## src/rtl/seq_shift_add_mul.sv

```systemverilog
// Sequential shift-and-add multiplier with signed/unsigned operands.
// Radix-2 loop that skips zero operands and stops as soon as the multiplier is exhausted.
module seq_shift_add_mul #(
    parameter int WIDTH = 16
) (
    input  logic               clk,
    input  logic               rst,
    input  logic               start,
    input  logic               signed_mode,
    input  logic [WIDTH-1:0]   a,
    input  logic [WIDTH-1:0]   b,
    output logic               busy,
    output logic               done,
    output logic [2*WIDTH-1:0] product
);
    localparam int PW = 2 * WIDTH;
    localparam int CW = $clog2(WIDTH + 1);

    typedef enum logic [1:0] {
        IDLE = 2'd0,
        CALC = 2'd1,
        DONE = 2'd2
    } state_t;

    state_t          state_q, state_d;
    logic [PW-1:0]   mcand_q, mcand_d;
    logic [WIDTH-1:0] mplier_q, mplier_d;
    logic [PW-1:0]   acc_q, acc_d;
    logic [CW-1:0]   cnt_q, cnt_d;
    logic            neg_q, neg_d;
    logic            smode_q, smode_d;
    logic [PW-1:0]   product_q, product_d;

    logic [WIDTH-1:0] mag_a, mag_b;
    logic [PW-1:0]    acc_step;
    logic [WIDTH-1:0] mplier_step;
    logic [CW-1:0]    cnt_step;
    logic             calc_last;

    // Most negative value negates onto itself, which is the correct unsigned magnitude.
    always_comb begin
        mag_a       = (signed_mode && a[WIDTH-1]) ? -a : a;
        mag_b       = (signed_mode && b[WIDTH-1]) ? -b : b;
        acc_step    = acc_q + (mplier_q[0] ? mcand_q : {PW{1'b0}});
        mplier_step = mplier_q >> 1;
        cnt_step    = cnt_q + CW'(1);
        calc_last   = (mplier_step == '0) || (cnt_step == CW'(WIDTH));
    end

    always_ff @(posedge clk) begin
        if (rst) begin
            state_q   <= IDLE;
            mcand_q   <= '0;
            mplier_q  <= '0;
            acc_q     <= '0;
            cnt_q     <= '0;
            neg_q     <= 1'b0;
            smode_q   <= 1'b0;
            product_q <= '0;
        end else begin
            state_q   <= state_d;
            mcand_q   <= mcand_d;
            mplier_q  <= mplier_d;
            acc_q     <= acc_d;
            cnt_q     <= cnt_d;
            neg_q     <= neg_d;
            smode_q   <= smode_d;
            product_q <= product_d;
        end
    end

    always_comb begin
        state_d   = state_q;
        mcand_d   = mcand_q;
        mplier_d  = mplier_q;
        acc_d     = acc_q;
        cnt_d     = cnt_q;
        neg_d     = neg_q;
        smode_d   = smode_q;
        product_d = product_q;
        case (state_q)
            IDLE: begin
                if (start) begin
                    mcand_d  = {{WIDTH{1'b0}}, mag_a};
                    mplier_d = mag_b;
                    acc_d    = '0;
                    cnt_d    = '0;
                    neg_d    = signed_mode & (a[WIDTH-1] ^ b[WIDTH-1]);
                    smode_d  = signed_mode;
                    if (a == '0 || b == '0) begin
                        state_d   = DONE;
                        product_d = '0;
                    end else begin
                        state_d = CALC;
                    end
                end
            end
            CALC: begin
                acc_d    = acc_step;
                mcand_d  = mcand_q << 1;
                mplier_d = mplier_step;
                cnt_d    = cnt_step;
                if (calc_last) begin
                    state_d   = DONE;
                    product_d = (smode_q && neg_q && acc_step != '0) ? -acc_step : acc_step;
                end
            end
            DONE:    state_d = IDLE;
            default: state_d = IDLE;
        endcase
    end

    always_comb begin
        busy    = (state_q != IDLE);
        done    = (state_q == DONE);
        product = product_q;
    end
endmodule
```

## config.mk

```make
export PLATFORM = sky130hd
export DESIGN_NAME = seq_shift_add_mul
export DESIGN_NICKNAME = d
export VERILOG_FILES = /design/src/rtl/seq_shift_add_mul.sv
export SDC_FILE = /design/constraint.sdc
export NUM_CORES = 1
export LEC_CHECK = 0
export ABC_AREA = 1
export ABC_CLOCK_PERIOD_IN_PS = 6400
export CAP_MARGIN = 40
export CORE_MARGIN = 1.5
export CORE_UTILIZATION = 55
export CTS_CLUSTER_DIAMETER = 60
export DETAILED_ROUTE_END_ITERATION = 8
export PLACE_DENSITY = 0.76
export SLEW_MARGIN = 20
export SYNTH_ARGS = -nofsm -noshare
export SYNTH_HDL_FRONTEND = slang
export SYNTH_SLANG_ARGS = --single-unit
```

## constraint.sdc

```tcl
create_clock -name clk -period 6.4 [get_ports clk]
set_input_delay 1.92 -clock clk [delete_from_list [all_inputs] [get_ports clk]]
set_output_delay 1.92 -clock clk [all_outputs]
set_load 0.005 [all_outputs]
```

==> results.ini <==
[synthesis]
synthCells=1634
yosysMostFrequentCell=nand2_1
ys_seq_area_share_pct=25.8
netlist_area_um2=9380
synth.area.top_cells=dfxtp_1, nand2_1, inv_1
synth_top_family_by_area=simple AND/OR/NAND/NOR gates
synth_cell_type_count=36
yosysTopAreaCell=dfxtp_1
async_reset_ff_share_pct=0
ys.flop_type=dfxtp_1
syn-num-nets=1706
synth_mux_area_share_pct=0
synthXorXnorAreaFrac_pct=2.99
synth_edf_count=0
synthAdderAreaFrac_pct=4.88
syn_avg_cell_area_um2=5.74
synthTopCellsByCount=nand2_1, inv_1, a21oi_1, dfxtp_1, nor2_1
synth_top_area_share_pct=25.8
yosysWarnings=0
yosys.area_share.simple_pct=42.3
synth-seq-cells=121
synth_compound_area_share_pct=12.2

[floorplanning]
rows=47
start_util_pct=56.4
die_height_um=134
die_w_um=134
ios=70
fp.dieArea_um2=17900
core_area_um2=16600

[grt]
grt_overflow=0
antenna_found_initial=0
grtUsageTotal_pct=29.6
grt_pass1_vias=9272
grt_max_degree=78
grt_first_pass_wirelength_um=43100

[detailed_routing]
top_layer=met4
drcViolationCount=0
met2WireLength_um=12600
dr.first_iter.drc_count=587
via_count=10100
dr.pass1.iters=6
wl_met1_um=10900
route.met3.wl_um=1220
ant_nets=0
vias_per_cell=5.29
wl_per_cell_um=13.5
drt-total-wl_um=25900

[cts]
holdBufCountCts=0
cts.sinks=121
cts_tree=yes
post_cts_buffers=0
cts_buffers=17
root_buffer=clkbuf_16
h-tree-depth=4
cts_resized=0
clkSlewWorstSetupHoldPaths_ns=0.06
clockBufferDepth=2
worst_skew_pair.late_latency_ns=0.43

[placed_design]
hpwl_um=19300
gp_congestion=0.953
port_buffers=69
place_inst=1883

[timing]
maxSlewViolCount=0
setup_viol=0
timing.hold.ws_ns=0.464
tightest_slew_ns=0.855
tns_ns=0
min_period_ns=4.23
rsz0062_at_grt=false
hold_viol=0
post-route-period-util_pct=66.1
skew_ns=0.00601
slew_headroom_pct=43.0
fmax_mhz=236

[outcome]
status=complete, no violations

[cells_and_area]
antenna_cells=0
nets=1754
multi_input_area_um2=5860
area_growth_pct=15.6
fillers=1619
drive_above_1_share_pct=6.49
final_cells=1915
seqCellArea_um2=2420

[worst_setup_path]
crit_slowest_cell=fa_1
critical_path.endpoint_type=flip-flop
required_ns=6.75
cp-startpoint=mplier_q[0]
cp_slowest_stage_delay_ns=0.49
cp_cell_sequence=buf_4, nand2_1, inv_1, ha_1, fa_1, inv_1, ha_1, inv_1, nor2_1, nand3_1, nor3_1, nand2_1, nor2_1, nand2_1, nor2_1, nand3_2, nand2_4, inv_2, nand2_1, nand3_1, a21oi_1
path_max_fanout=33
worstPathArrival_ns=4.58
regToRegStartpoint=mplier_q[0]
cpMostUsedCell=nand2_1
cp-start-kind=flip-flop
critical_path_class=reg2reg

[hold_path]
worst_hold_path_type=reg2reg
hp-start=product[28]

[power_and_ir_drop]
power_density_nw_per_um2=222
total_power_mw=2.41
power.leakage_nw=5.38
vdd_drop_max_uv=180

[run]
drv_cap=0

## cells in the final DEF, fill, tap and decap left out, drive strengths merged, types with 4 or more instances in the layout
| cell type | count |
|---|---|
| o21ai | 53 |
| o211ai | 13 |
| clkdlybuf4s50 | 68 |
| dfxtp | 121 |
| inv | 238 |
| nand2 | 638 |
| clkinv | 7 |
| nand3b | 4 |
| or2 | 6 |
| clkbuf | 19 |
| nor3 | 19 |
| nor4 | 6 |
| a21oi | 144 |
| nand4 | 29 |
| nand3 | 108 |
| xor2 | 22 |
| nor2 | 123 |
| buf | 11 |
| and2 | 6 |
| ha | 35 |
| xnor2 | 10 |
## state kept, by name, summed over array words and instances, names as in the netlist
register and cells:
cnt_q 5, smode_q 1, mplier_q 16, neg_q 1
state_q 2, mcand_q 32, product 32, acc_q 32
## metrics by stage
stage | instance area [um^2] | utilization, % | setup slack [ns]
floorplan | 9380 | - | 3.10
global route | 10900 | 65.2 | 1.73
CTS | 10900 | 65.2 | 2.21
detailed placement | 10200 | 61.5 | 2.22
global placement | 10200 | 61.3 | 1.98
finish | 10900 | 65.2 | 2.17
## per-layer routing
metal	vias up	track usage, %
met5	-	0
met2	317	52.0
li1	5250	-
met1	4497	34.9
met4	0	15.6
met3	72	4.15
## layout make-up
class                           count  share of cell area [%]
Sequential cell                   121                    22.3
Inverter                          238                    8.23
Multi-Input combinational cell   1225                    54.0
Timing Repair Buffer               79                    7.22
Clock inverter                     13                    1.53
Clock buffer                       19                    4.17
Tap cell                          220                    2.54
## cells by family (layout without fill, tap and decap cells)
logic type | count (synthesis) | after routing
flip-flops | 121 | 121
AO/OA/AOI/OAI | 218 | 218
XOR/XNOR | 32 | 32
AND/OR/NAND/NOR | 939 | 939
buffers and inverters | 288 | 349
adder cells (fa/ha/maj) | 36 | 36
## power breakdown
group / switching [mW] / leakage (nW) / total, mW / internal [mW]
Combinational: 0.387 / 4.10 / 0.577 / 0.190
Clock: 0.378 / 0.296 / 1.01 / 0.636
Sequential: 0.0269 / 0.981 / 0.816 / 0.789
Total: 0.792 / 5.38 / 2.41 / 1.61
## critical path, delay by kind of cell, from the launching register on
| family | cells | cell delay, ns |
|---|---|---|
| AND/OR/NAND/NOR | 12 | 1.93 |
| adder cells (fa/ha/maj) | 3 | 0.95 |
| buffers and inverters | 5 | 0.80 |
| flip-flops | 1 | 0.30 |
| AO/OA/AOI/OAI | 1 | 0.14 |
## path summary, 6_finish.rpt
path	depth (start not counted)	slack [ns]	endpoint
setup reg to reg	21	2.17	product[18]
hold / removal	2	0.46	product[28]
setup / recovery	21	2.17	product[18]
hold reg to reg	2	0.46	product[28]
Note: power is estimated with default switching activity, not from simulation.
